`config.mk`:
```
export PLATFORM = sky130hd
export DESIGN_NAME = forward_unit
export DESIGN_NICKNAME = d
export VERILOG_FILES = /design/src/rtl/forward_unit_pkg.sv /design/src/rtl/forward_unit_fwd_cmp.sv /design/src/rtl/forward_unit.sv
export SDC_FILE = /design/constraint.sdc
export NUM_CORES = 1
export LEC_CHECK = 0
export BUFFER_PORTS_ARGS = -buffer_cell sky130_fd_sc_hd__buf_2
export CAP_MARGIN = 20
export CORE_MARGIN = 2
export CORE_UTILIZATION = 48
export DETAILED_ROUTE_END_ITERATION = 10
export PLACE_DENSITY = 0.77
export SYNTH_ARGS = -nofsm -noshare
export SYNTH_HDL_FRONTEND = slang
export SYNTH_SLANG_ARGS = --single-unit
export TNS_END_PERCENT = 1
```
`constraint.sdc`:
```
create_clock -name clk -period 1.9 [get_ports clk]
set_clock_uncertainty 0.1 [all_clocks]
set_input_delay 0 -clock clk [delete_from_list [all_inputs] [get_ports clk]]
set_output_delay 0 -clock clk [all_outputs]
set_load 0.005 [all_outputs]
```
`src/rtl/forward_unit_pkg.sv`:
```
// Shared types for the forwarding/hazard unit: operand select codes,
// the stall FSM state encoding and the per-stage shadow entry.
package forward_unit_pkg;

  localparam logic [1:0] FWD_RF    = 2'b00;
  localparam logic [1:0] FWD_EXMEM = 2'b01;
  localparam logic [1:0] FWD_WB    = 2'b10;

  typedef enum logic [1:0] {
    ST_RUN        = 2'd0,
    ST_LOAD_STALL = 2'd1,
    ST_MEM_WAIT   = 2'd2
  } state_t;

  typedef struct packed {
    logic       valid;
    logic [4:0] rw;
    logic       regwrite;
    logic       memtoreg;
    logic       memacc;
  } entry_t;

  localparam entry_t ENTRY_BUBBLE = '0;

endpackage

```
`src/rtl/forward_unit_fwd_cmp.sv`:
```
// Computes one EX-operand select from a source register number and the
// EX/MEM shadow entries; the EX match outranks the MEM match.
module fwd_cmp
  import forward_unit_pkg::*;
(
  input  logic   [4:0] i_src,
  input  entry_t       i_ex,
  input  entry_t       i_mem,
  output logic   [1:0] o_sel
);

  logic w_ex_hit;
  logic w_mem_hit;
  logic w_unused;

  // r0 is hardwired zero, so a write to it never produces a usable value
  assign w_ex_hit  = i_ex.valid  && i_ex.regwrite  && (i_ex.rw  == i_src) && (i_src != 5'd0);
  assign w_mem_hit = i_mem.valid && i_mem.regwrite && (i_mem.rw == i_src) && (i_src != 5'd0);

  always_comb begin
    o_sel = FWD_RF;
    if (w_ex_hit) begin
      o_sel = FWD_EXMEM;
    end else if (w_mem_hit) begin
      o_sel = FWD_WB;
    end
  end

  assign w_unused = &{1'b0, i_ex.memtoreg, i_ex.memacc, i_mem.memtoreg, i_mem.memacc};

endmodule

```
`src/rtl/forward_unit.sv`:
```
// Pipeline forwarding and hazard unit: shadows the EX/MEM/WB stages, issues
// registered operand selects, load-use stalls and memory-wait freezes.
module forward_unit
  import forward_unit_pkg::*;
#(
  parameter int CNT_W = 16
) (
  input  logic             clk,
  input  logic             rst_n,
  input  logic             id_valid,
  input  logic [4:0]       id_rs,
  input  logic [4:0]       id_rt,
  input  logic [4:0]       id_rw,
  input  logic             id_regwrite,
  input  logic             id_memtoreg,
  input  logic             id_memwrite,
  input  logic             flush,
  input  logic             mem_ready,
  output logic [1:0]       fwd_a,
  output logic [1:0]       fwd_b,
  output logic             stall,
  output logic             freeze,
  output logic [CNT_W-1:0] stall_count
);

  entry_t           r_ex;
  entry_t           r_mem;
  entry_t           r_wb;
  state_t           r_state;
  logic [1:0]       r_fwd_a;
  logic [1:0]       r_fwd_b;
  logic [CNT_W-1:0] r_stall_count;

  entry_t     w_id_entry;
  logic [1:0] w_sel_a;
  logic [1:0] w_sel_b;
  logic       w_mem_busy;
  logic       w_load_use;
  logic       w_stall;
  logic       w_unused;

  always_comb begin
    w_id_entry = ENTRY_BUBBLE;
    if (id_valid && !flush) begin
      w_id_entry.valid    = 1'b1;
      w_id_entry.rw       = id_rw;
      w_id_entry.regwrite = id_regwrite;
      w_id_entry.memtoreg = id_memtoreg;
      w_id_entry.memacc   = id_memtoreg | id_memwrite;
    end
  end

  assign w_mem_busy = r_mem.valid && r_mem.memacc && !mem_ready;
  assign w_load_use = id_valid && !flush && r_ex.valid && r_ex.memtoreg &&
                      (r_ex.rw != 5'd0) && ((r_ex.rw == id_rs) || (r_ex.rw == id_rt));
  assign w_stall    = w_load_use && !w_mem_busy;

  fwd_cmp u_cmp_a (
    .i_src (id_rs),
    .i_ex  (r_ex),
    .i_mem (r_mem),
    .o_sel (w_sel_a)
  );

  fwd_cmp u_cmp_b (
    .i_src (id_rt),
    .i_ex  (r_ex),
    .i_mem (r_mem),
    .o_sel (w_sel_b)
  );

  always_ff @(posedge clk or negedge rst_n) begin
    if (!rst_n) begin
      r_ex          <= ENTRY_BUBBLE;
      r_mem         <= ENTRY_BUBBLE;
      r_wb          <= ENTRY_BUBBLE;
      r_fwd_a       <= FWD_RF;
      r_fwd_b       <= FWD_RF;
      r_state       <= ST_RUN;
      r_stall_count <= '0;
    end else begin
      if (w_stall) begin
        r_ex    <= ENTRY_BUBBLE;
        r_mem   <= r_ex;
        r_wb    <= r_mem;
        r_fwd_a <= FWD_RF;
        r_fwd_b <= FWD_RF;
      end else if (!w_mem_busy) begin
        r_ex    <= w_id_entry;
        r_mem   <= r_ex;
        r_wb    <= r_mem;
        r_fwd_a <= w_sel_a;
        r_fwd_b <= w_sel_b;
      end

      case (r_state)
        ST_RUN: begin
          if (w_mem_busy) begin
            r_state <= ST_MEM_WAIT;
          end else if (w_load_use) begin
            r_state <= ST_LOAD_STALL;
          end
        end
        ST_LOAD_STALL: r_state <= ST_RUN;
        ST_MEM_WAIT:   if (mem_ready) r_state <= ST_RUN;
        default:       r_state <= ST_RUN;
      endcase

      if ((w_stall || w_mem_busy) && (r_stall_count != {CNT_W{1'b1}})) begin
        r_stall_count <= r_stall_count + 1'b1;
      end
    end
  end

  assign fwd_a       = r_fwd_a;
  assign fwd_b       = r_fwd_b;
  assign stall       = w_stall;
  assign freeze      = w_mem_busy;
  assign stall_count = r_stall_count;

  // The WB shadow is tracked so the pipeline model is complete; nothing reads it
  assign w_unused = &{1'b0, r_wb, r_ex.memacc, r_mem.memtoreg};

endmodule

```
# ---- Word-level counts from Yosys, hierarchy flattened
# Cells that the tools add are included.
dict set report word_totals {
  register_bits 37
  in_bits 23
  wordCells 60
}
dict set report classes {
  add_sub_neg 1
  n_eq_ne 6
  n_mux 13
  n_bitwise 1
  n_reduce_logical 27
}
# op count
set op_table {}
lappend op_table {{$mux W9} 5}
lappend op_table {{$eq A5 B5 Y1} 4}
lappend op_table {{$logic_and A1 B1 Y1} 19}
lappend op_table {{$add A16 B1 Y16 const B} 1}
lappend op_table {{$mux W2} 8}
lappend op_table {{$ne A16 B16 Y1 const B} 1}
lappend op_table {{$reduce_bool A5 Y1} 3}
lappend op_table {{$logic_not A1 Y1} 3}
lappend op_table {{$logic_or A1 B1 Y1} 2}
lappend op_table {{$ne A2 B1 Y1 const B} 1}
lappend op_table {{$or A1 B1 Y1} 1}

# ---- Logic depth before layout (Yosys ltp)
# Gate-level depths: netlist of run 1.
dict set report depth {
  ltp_word 9
  ltp_mapped 7
  mapped_depth_nobuf 7
}

# ---- Cells and area by module
# From an unflattened synthesis of run 1, not the netlist that was laid out.
dict set report unflattened {
  hier_cells 219
  hier_area_um2 2089.5
}
# mod n_inst cells_each area_each_um2
set by_module_without_submodules {}
lappend by_module_without_submodules {forward_unit 1 181 1781.7}
lappend by_module_without_submodules {fwd_cmp 2 19 153.9}

# ---- Worst setup path after synthesis of run 1
# No wires, ideal clock.
dict set report synth_path {
  path_kind {register to register}
  from {register r_ex[3] in the netlist's numbering}
  to {register r_stall_count[14] (netlist: stall_count[14])}
  arrival_ps 1819
  t_required_ps 1672
  setup_slack_ps -147
  stages_incl_launch_ff 7
  n_path_buf 0
  cell_sequence {dfrtp_1 xnor2_1 nand3_1 nor3_4 o21bai_4 a2111oi_4 mux2_1}
}
dict set report synth_between {
  elab_chain_len 6
  word_cells_on_any_way 9
  cone_classes {eq/ne (2); reduce/logical (7)}
}
# item line
set synth_lines {}
lappend synth_lines {{start, declared} forward_unit.sv:26} ;# entry_t r_ex;
lappend synth_lines {{start signal, assigned} forward_unit.sv:89} ;# r_ex <= w_id_entry;
lappend synth_lines {{$eq A5 B5 Y1 / $reduce_bool A5 Y1 (equally long branches)} forward_unit.sv:55} ;# (r_ex.rw != 5'd0) && ((r_ex.rw == id_rs) || (r_ex.rw == id_rt));
lappend synth_lines {{$logic_or A1 B1 Y1 / $logic_and A1 B1 Y1 (equally long branches)} {forward_unit.sv:55, forward_unit.sv:54}}
lappend synth_lines {{$logic_and A1 B1 Y1 *} forward_unit.sv:55}
lappend synth_lines {{$logic_and A1 B1 Y1 *} forward_unit.sv:56} ;# assign w_stall = w_load_use && !w_mem_busy;
lappend synth_lines {{$logic_or A1 B1 Y1 *} forward_unit.sv:109} ;# if ((w_stall || w_mem_busy) && (r_stall_count != {CNT_W{1'b1}})) begin
lappend synth_lines {{$logic_and A1 B1 Y1 *} forward_unit.sv:109}
lappend synth_lines {{end signal, assigned} forward_unit.sv:110} ;# r_stall_count <= r_stall_count + 1'b1;
lappend synth_lines {{end, declared} forward_unit.sv:32} ;# logic [CNT_W-1:0] r_stall_count;
# Every way passes the cells marked *; elsewhere a longest branch is shown, timed or not.
# A chain may end at the register's enable or synchronous reset.

# ---- Final worst setup path of run 1
dict set report layout_path {
  from {register r_ex[5] in the netlist's numbering}
  to {output port stall}
}
dict set report layout_between {
  elab_chain_len 4
  word_cells_on_any_way 7
  cone_classes {eq/ne (2); reduce/logical (5)}
}
# item line
set layout_lines {}
lappend layout_lines {{$eq A5 B5 Y1 / $reduce_bool A5 Y1 (equally long branches)} forward_unit.sv:55}
lappend layout_lines {{$logic_or A1 B1 Y1 / $logic_and A1 B1 Y1 (equally long branches)} {forward_unit.sv:55, forward_unit.sv:54}}
lappend layout_lines {{$logic_and A1 B1 Y1 *} forward_unit.sv:55}
lappend layout_lines {{$logic_and A1 B1 Y1 *} forward_unit.sv:56}
lappend layout_lines {{end, declared} forward_unit.sv:21} ;# output logic stall,
# Marked as above.

==> flow_summary.toml, run 1 <==
[timing]
finalSetupViolations = 27
max_slew.worst_pin.slew_ns = 0.795
maxSlewHeadroom = 0.470
whs_ns = -0.0165
fin_setup_tns_ns = -2.42
fin_crit_ns = 2.07
rsz0062_at_grt = "true"
timing.fmax_mhz = 484
drv_slew = 0
period_share = 1.09
setup_ws_ns = -0.166
finalHoldViolCount = 2

[die]
die-area_um2 = 4550
start_util = 0.491
core_area_um2 = 3940
rows = 23
ioPinCount = 45
fp.dieH_um = 67.5
die_x_um = 67.5

[placed_design]
finalWeightedCongestion = 0.896
io_buffers = 44
dpl_worst_slack_ns = -0.144
dpl.hpwl_mm = 3.34

[run_status]
status = "finished with violations"
violations = "hold timing, setup timing"

[cells_and_area]
diodes = 0
syn_to_final_growth_pct = 37.1
drive_gt1_frac = 0.335
fin_nets = 307
layout_common_cells = "nand2_1 (48), buf_2 (44), dfrtp_1 (37)"
final_common_cell = "nand2_1"

[grt]
grt_pass1_vias = 1701
grt_pass1_wl_mm = 7.67
grt_overflow_total = 0
antenna_found_initial = 0
grt_max_degree = 38
grt_use_total = 0.231

[power_and_ir_drop]
powerDensity_nw_per_um2 = 587
power.leakage_nw = 1.33
peakVddDrop_v = 0.000389
finalPower_mw = 1.56

[clock_tree]
cts_sinks = 37
cts_max_path_buffers = 2
htreeDepth = 2
cts_buffers = 5
clk_latency_ns = 0.30
clkTransAtPathRegs_ns = 0.07
cts_root_buffer = "clkbuf_8"
cts_tree = "yes"

[yosys]
synth_area_leaders = "dfrtp_1 (48%), nand2_1 (9.3%), xor2_1 (8.6%)"
ys_async_sr_fraction = 1.00
synth_area_um2 = 1930
synth_fp_nets = 224
syn_avg_cell_area_um2 = 9.67
yosys.area.top_type_share = 0.479
synthesis.instances = 200
ys_warn_count = 0
synth_top_area_cell = "dfrtp_1"
ys_ff_latch = 37
synth_cell_types = 34
synth_ff_type = "dfrtp_1"
yosysSeqAreaShare = 0.479
synth-edff-count = 0

[detailed_routing]
vias_per_cell = 5.19
final_antenna_net_count = 0
wl_mm = 4.65
drtIter0Drc = 64
vias = 1733
route.detailed.drc = 0
detail_route.wl_per_cell_um = 13.9
dr.pass1.iters = 4

[critical_path]
crit_type = "reg2out"
cp.required_ns = 1.80
crit_arrival_ns = 1.97
cp-start-kind = "register"
worstSetupEndpointType = "output port"
worstPathMaxFanout = 7

[min_path]
hold_class = "in2reg"

[run]
cap_violations = 0
[metal layers]
layer	GRT usage	up-vias	wire, µm
met5	0	-	0
met4	0.120	0	93
met3	0.0533	9	198
met2	0.371	46	2300
met1	0.290	824	2060
li1	-	854	-
[worst max-delay path: stages, from the launching register on]
cell and delay (ns):
dfrtp_1 0.39, or4_4 0.55, o2111ai_4 0.22, o21bai_4 0.23
buf_6 0.14, nor2_2 0.02, buf_2 0.12
[registers in the layout, indices dropped and copies added (netlist names)]
name,cells
stall_count,16
r_ex,9
r_mem,8
fwd_a,2
fwd_b,2
[metrics by stage]
step	instance area, µm²	util	instances
after global routing	2650	0.673	334
final	2650	0.673	334
after CTS	2640	0.669	333
after detailed placement	2400	0.610	314
after global placement	2400	0.610	314
after floorplan	1960	-	200
[cell usage after synthesis, types with 2 or more instances]
master,n
a211oi_1,2
dfrtp_1,37
nand3_1,10
mux2_2,2
clkbuf_1,3
nand4_1,4
and3_1,2
inv_1,4
o31ai_1,5
o21ai_0,11
xor2_1,19
nor2b_1,2
nor2_1,11
a21oi_1,2
o21ai_1,2
nor3_1,2
nor4_1,2
nor3_4,2
nand2b_1,4
or4_1,3
xnor2_1,11
nand2_1,48
[logic make-up (layout without fill, tap and decap cells)]
logic type,count (synthesis),after routing,share of synthesized area
fa+ha+maj,1,1,0.00647
flops,37,37,0.479
xor+xnor,30,30,0.136
mux,3,3,0.0175
simple gates,91,91,0.223
compound gates,30,30,0.124
buf+inv,8,92,0.0155
[power by group]
| group | internal [mW] | total, mW | switching (mW) |
|---|---|---|---|
| clock | 0.254 | 0.531 | 0.277 |
| combinational | 0.0948 | 0.194 | 0.0988 |
| sequential | 0.810 | 0.833 | 0.0223 |
| total | 1.16 | 1.56 | 0.398 |
[cell type report]
class	instances	area (µm²)
Inverter	4	15.0
Clock inverter	2	10.0
Fill cell	297	1290
Multi-Input combinational cell	155	1040
Tap cell	50	62.6
Timing Repair Buffer	80	523
Sequential cell	37	926
Clock buffer	6	72.6
[path summary, 6_finish.rpt]
path | start | endpoint | slack (ns) | cells after the start
worst max-delay path | r_ex[5] | stall | -0.17 | 6
worst min-delay path | id_rs[0] | fwd_a[0] | -0.02 | 3
worst max register to register | r_ex[4] | stall_count[14] | -0.15 | 7
worst min register to register | r_ex[0] | r_ex[0] | 0.39 | 2
max in group asynchronous | rst_n | r_mem[6] | 0.96 | 2
min in group asynchronous | rst_n | stall_count[12] | 0.24 | 2
[timing repair]
item                                   4_1_cts  5_1_grt
buffers inserted                             1        1
hold buffers                                10        0
setup endpoints to repair                   29       31
cloned                                       0        0
pin swaps                                    5        6
endpoints found under the hold margin       46        0
gates resized for setup                      8        2
Power figures use the tool's default switching activity.
==> run 2: changes to the inputs <==
--- a/config.mk
+++ b/config.mk
@@ -7,6 +7,7 @@
 export LEC_CHECK = 0
 export BUFFER_PORTS_ARGS = -buffer_cell sky130_fd_sc_hd__buf_2
 export CAP_MARGIN = 20
+export CORE_ASPECT_RATIO = 0.6
 export CORE_MARGIN = 2
 export CORE_UTILIZATION = 48
 export DETAILED_ROUTE_END_ITERATION = 10
@@ -14,4 +15,4 @@
 export SYNTH_ARGS = -nofsm -noshare
 export SYNTH_HDL_FRONTEND = slang
 export SYNTH_SLANG_ARGS = --single-unit
-export TNS_END_PERCENT = 1
+export TNS_END_PERCENT = 30
==> run 2 against run 1 <==
The flow finishes with violations (setup timing); power decreased by 0.21%; critical path depth unchanged; maximum frequency decreased by 1.5%; wire length increased by 17%; highest routed layer unchanged; largest power group unchanged; worst setup slack got worse by 0.031 ns; sequential share of layout area decreased by 1.2 points; combinational power increased by 8%; final cell count increased by 0.30%; sequential power about the same.
==> flow_summary.toml, run 2 (synthesis results as in run 1) <==
[run_status]
status = "finished with violations"
violations = "setup timing"

[placed_design]
dpl_worst_slack_ns = -0.163
io_buffers = 44
dp.cells = 312
finalWeightedCongestion = 0.837
dpl.hpwl_mm = 3.61

[die]
fp.dieH_um = 53.2
core_area_um2 = 3760
ioPinCount = 45
die_x_um = 86.0
die-area_um2 = 4570
start_util = 0.514
rows = 17

[power_and_ir_drop]
power.leakage_nw = 1.37
power_frac_comb = 0.135
seqPwrFrac = 0.538
powerDensity_nw_per_um2 = 565
power.internal_mw = 1.15
swShare = 0.258
p_sw_uw = 401
peakVddDrop_v = 0.000314
p_clk_frac = 0.327

[clock_tree]
cts_tree = "yes"
cts_buffers = 5
clk_latency_ns = 0.29
htreeDepth = 2
cts_max_path_buffers = 2
cts_sinks = 37
cts_root_buffer = "clkbuf_8"
clkTransAtPathRegs_ns = 0.07

[timing]
fin_crit_ns = 2.10
finalHoldViolCount = 0
fin_setup_tns_ns = -2.30
whs_ns = 0.0457
max_slew.worst_pin.slew_ns = 0.825
timing.fmax_mhz = 477
maxSlewHeadroom = 0.450
rsz0062_at_grt = "true"
period_share = 1.10
finalSetupViolations = 29
drv_slew = 0
setup_ws_ns = -0.197

[critical_path]
cp.required_ns = 1.98
critical-path-top-delay-family = "simple AND/OR/NAND/NOR gates"
crit_type = "reg2reg"
crit_chain = "or4_4 -> o2111ai_4 -> o21bai_4 -> buf_4 -> a21oi_2 -> mux2_2"
cp-start-kind = "register"
crit_path_max_incr_delay_ns = 0.53
critPathBufInv = 1
worstSetupEndpointType = "register"
worstPathMaxFanout = 8
slowest_stage = "or4_4"
crit_arrival_ns = 2.18

[min_path]
hold_class = "in2reg"

[cells_and_area]
syn_to_final_growth_pct = 42.2
seq_area_um2 = 926
largest_reg_flops = 16
final_cell_count_no_fill = 335
fin_nets = 313
multi_input_area_um2 = 1100
diodes = 0
layout_common_cells = "nand2_1 (47), buf_2 (44), dfrtp_1 (37)"
fillers = 281
final_common_cell = "nand2_1"
drive_gt1_frac = 0.372

[detailed_routing]
final_antenna_net_count = 0
wl_mm = 5.43
vias_per_cell = 5.52
route.detailed.drc = 0
vias = 1848
dr.pass1.iters = 4
detail_route.wl_per_cell_um = 16.2
drtIter0Drc = 136

[run]
cap_violations = 0

[grt]
antenna_found_initial = 0
grt_pass1_wl_mm = 8.30
grt_max_degree = 38
grt_use_total = 0.247
grt_pass1_vias = 1735
grt_overflow_total = 0
-- run 2: cell count changes in the layout (fill, tap and decap cells not counted), sizes merged --
cell / change
buf: +4
clkinv: -1
clkbuf: -1
dlygate4sd3: +2
-- run 2: routing by layer --
layer / part of all wire / global-route usage / up-vias
met4: 0.013 / 0.116 / 0
met2: 0.44 / 0.366 / 88
met3: 0.075 / 0.0452 / 9
met1: 0.47 / 0.352 / 893
met5: 0 / 0 / -
li1: - / - / 858
-- run 2: final timing paths --
kind | slack [ns] | endpoint | depth (start not counted) | startpoint
max in group asynchronous | 0.94 | stall_count[1] | 2 | rst_n
min reg2reg | 0.39 | fwd_a[0] | 2 | fwd_a[0]
max | -0.20 | stall_count[15] | 6 | r_ex[5]
min in group asynchronous | 0.24 | fwd_a[1] | 2 | rst_n
max reg2reg | -0.20 | stall_count[15] | 6 | r_ex[5]
min | 0.05 | fwd_b[1] | 5 | mem_ready
-- run 2: layout make-up --
class,count,area share
Multi-Input combinational cell,155,0.401
Sequential cell,37,0.337
Timing Repair Buffer,86,0.208
Clock buffer,5,0.0250
Tap cell,47,0.0214
Inverter,4,0.00546
Clock inverter,1,0.00182
-- run 2: through the flow --
| step | total power, mW | util | instance area (µm²) |
|---|---|---|---|
| 5_1_grt | 1.61 | 0.730 | 2750 |
| 3_5_place_dp | 1.02 | 0.640 | 2410 |
| 2_1_floorplan | 0.923 | - | 1960 |
| 4_1_cts | 1.55 | 0.715 | 2690 |
| 6_report | 1.55 | 0.730 | 2750 |
| 3_3_place_gp | 1.01 | 0.640 | 2410 |
-- run 2: power by group through the flow --
stage	registers (mW)	logic (mW)	clock network [mW]
2_1_floorplan	0.847	0.0765	0
3_5_place_dp	0.847	0.168	0
4_1_cts	0.832	0.198	0.521
6_report	0.836	0.209	0.508
5_1_grt	0.837	0.229	0.540
3_3_place_gp	0.846	0.163	0
-- run 2: worst register-to-register path, cell delays in order (launching register included) --
cell and delay [ns]:
dfrtp_1 0.40, or4_4 0.54, o2111ai_4 0.22, o21bai_4 0.22
buf_4 0.17, a21oi_2 0.06, mux2_2 0.27
-- run 2: timing repair --
action	4_1_cts	5_1_grt
hold buffers	12	0
pin swaps	7	1
endpoints found under the hold margin	48	0
endpoints found under the setup margin	28	30
gates resized for setup	20	9
setup buffers	3	2
==> run 3: changes to the inputs <==
--- a/config.mk
+++ b/config.mk
@@ -8,7 +8,6 @@
 export BUFFER_PORTS_ARGS = -buffer_cell sky130_fd_sc_hd__buf_2
 export CAP_MARGIN = 20
 export CORE_ASPECT_RATIO = 0.6
-export CORE_MARGIN = 2
 export CORE_UTILIZATION = 48
 export DETAILED_ROUTE_END_ITERATION = 10
 export PLACE_DENSITY = 0.77
==> run 3 against run 2 <==
The flow finishes with violations (DRC, setup timing); clock power rose by 40%; final cell count rose by 0.60%; sequential power barely moved; sequential cell count did not move; design area rose by 0.14%; global-route usage rose by 0.33 points; via count fell by 2.0%; largest cell class unchanged; largest power group unchanged.
==> flow_summary.toml, run 3 (synthesis results as in run 1) <==
[grt]
grt_busiest_layer = "met2"
grt_pass1_wl_mm = 8.09
use_met1 = 0.359
grt_use_met2 = 0.365
grt_pass1_vias = 1651
met3_usage = 0.0695
grt_max_degree = 38
grt_overflow_total = 0
antenna_found_initial = 0
grt_use_total = 0.250

[cells_and_area]
drive_gt1_frac = 0.355
final_common_cell = "nand2_1"
final_cell_count_no_fill = 337
fin_nets = 313
largest_reg_flops = 16
syn_to_final_growth_pct = 42.4
layout_common_cells = "nand2_1 (47), buf_2 (44), dfrtp_1 (36)"
diodes = 0

[critical_path]
worstSetupEndpointType = "register"
worstPathMaxFanout = 5
r2r_end = "stall_count[8]"
crit_type = "reg2reg"
cp-startpoint = "r_ex[4]"
cp-start-kind = "register"
endpoint = "stall_count[8]"
r2r-start = "r_ex[4]"
timing.reg2reg.setup_slack_ns = -0.17
crit_arrival_ns = 2.13
reg2reg_depth = 8
cp.required_ns = 1.96

[die]
ioPinCount = 45
die-area_um2 = 4300
core_area_um2 = 3760
die_x_um = 84.0
rows = 17
start_util = 0.514
fp.dieH_um = 51.2

[clock_tree]
cts_sinks = 37
clkTransAtPathRegs_ns = 0.07
cts_tree = "yes"
cts_buffers = 5
cts_root_buffer = "clkbuf_8"
htreeDepth = 2
clk_latency_ns = 0.29
cts_max_path_buffers = 2

[detailed_routing]
vias_per_cell = 5.37
dr.pass1.iters = 7
detail_route.wl_per_cell_um = 15.1
wl_mm = 5.09
vias = 1811
drtIter0Drc = 127
final_antenna_net_count = 0
route.detailed.drc = 4

[timing]
whs_ns = 0.0173
timing.fmax_mhz = 484
max_slew.worst_pin.slew_ns = 0.828
rsz0062_at_grt = "true"
finalHoldViolCount = 0
drv_slew = 0
fin_crit_ns = 2.07
maxSlewHeadroom = 0.448
period_share = 1.09
setup_ws_ns = -0.167
finalSetupViolations = 21

[run_status]
violations = "DRC, setup timing"
status = "finished with violations"

[run]
cap_violations = 0

[placed_design]
finalWeightedCongestion = 0.832
dpl.hpwl_mm = 3.52
io_buffers = 44
dp.cells = 313

[min_path]
hold_class = "in2reg"

[power_and_ir_drop]
power.leakage_nw = 1.38
powerDensity_nw_per_um2 = 635
peakVddDrop_v = 0.000429
run 3: critical path, cell delays in order, from the launching register on:
cell and delay, ns:
dfrtp_1 0.38, or4_4 0.53, o2111ai_2 0.22, buf_4 0.14, a32oi_2 0.08, o31ai_4 0.12, buf_6 0.17, nor3_1 0.05
xor2_1 0.14
run 3: area by class of cell:
type / instances / area (µm²)
multi-input combinational: 155 / 1060
fill: 269 / 1010
sequential: 37 / 927
timing repair buffer: 86 / 581
clock buffer: 7 / 86.3
tap: 47 / 58.8
clock inverter: 1 / 30.0
inverter: 4 / 15.0
run 3: repair_timing:
| item | 4_1_cts | 5_1_grt |
|---|---|---|
| pin swaps | 0 | 4 |
| gates resized for setup | 16 | 10 |
| buffers inserted | 2 | 2 |
| hold buffers | 12 | 0 |
| endpoints found under the hold margin | 48 | 0 |
| endpoints found under the setup margin | 28 | 30 |
run 3: worst min-delay path by stage:
stage	slack, ns	cells past startpoint	endpoint	startpoint
finish	0.02	3	fwd_a[1]	id_rs[0]
global route	0.01	3	fwd_a[1]	id_rs[0]
CTS	0.04	5	fwd_b[1]	mem_ready
detailed placement	0.04	1	stall_count[14]	rst_n
global placement	0.04	1	stall_count[14]	rst_n
floorplan	-0.40	0	fwd_a[0]	rst_n
run 3: report_power, final:
| part | leakage (nW) | internal, mW | switching (mW) |
|---|---|---|---|
| clock network | 0.0585 | 0.428 | 0.283 |
| logic | 0.827 | 0.100 | 0.104 |
| registers | 0.499 | 0.810 | 0.0231 |
run 3: routing by layer:
metal  share of wire  vias to the layer above
met3           0.067                       12
li1                -                      866
met4           0.015                        0
met1            0.48                      868
met2            0.44                       65
met5               0                        -
run 3: through the flow:
step	area [µm²]	power [mW]	worst slack (ns)	setup TNS, ns	utilization
floorplan	1960	0.923	-0.0748	-0.167	-
global placement	2420	1.01	-0.136	-1.07	0.642
detailed placement	2420	1.01	-0.147	-1.84	0.642
CTS	2700	1.74	-0.194	-2.16	0.716
global route	2750	1.82	-0.223	-4.18	0.731
finish	2750	1.75	-0.167	-1.95	0.731
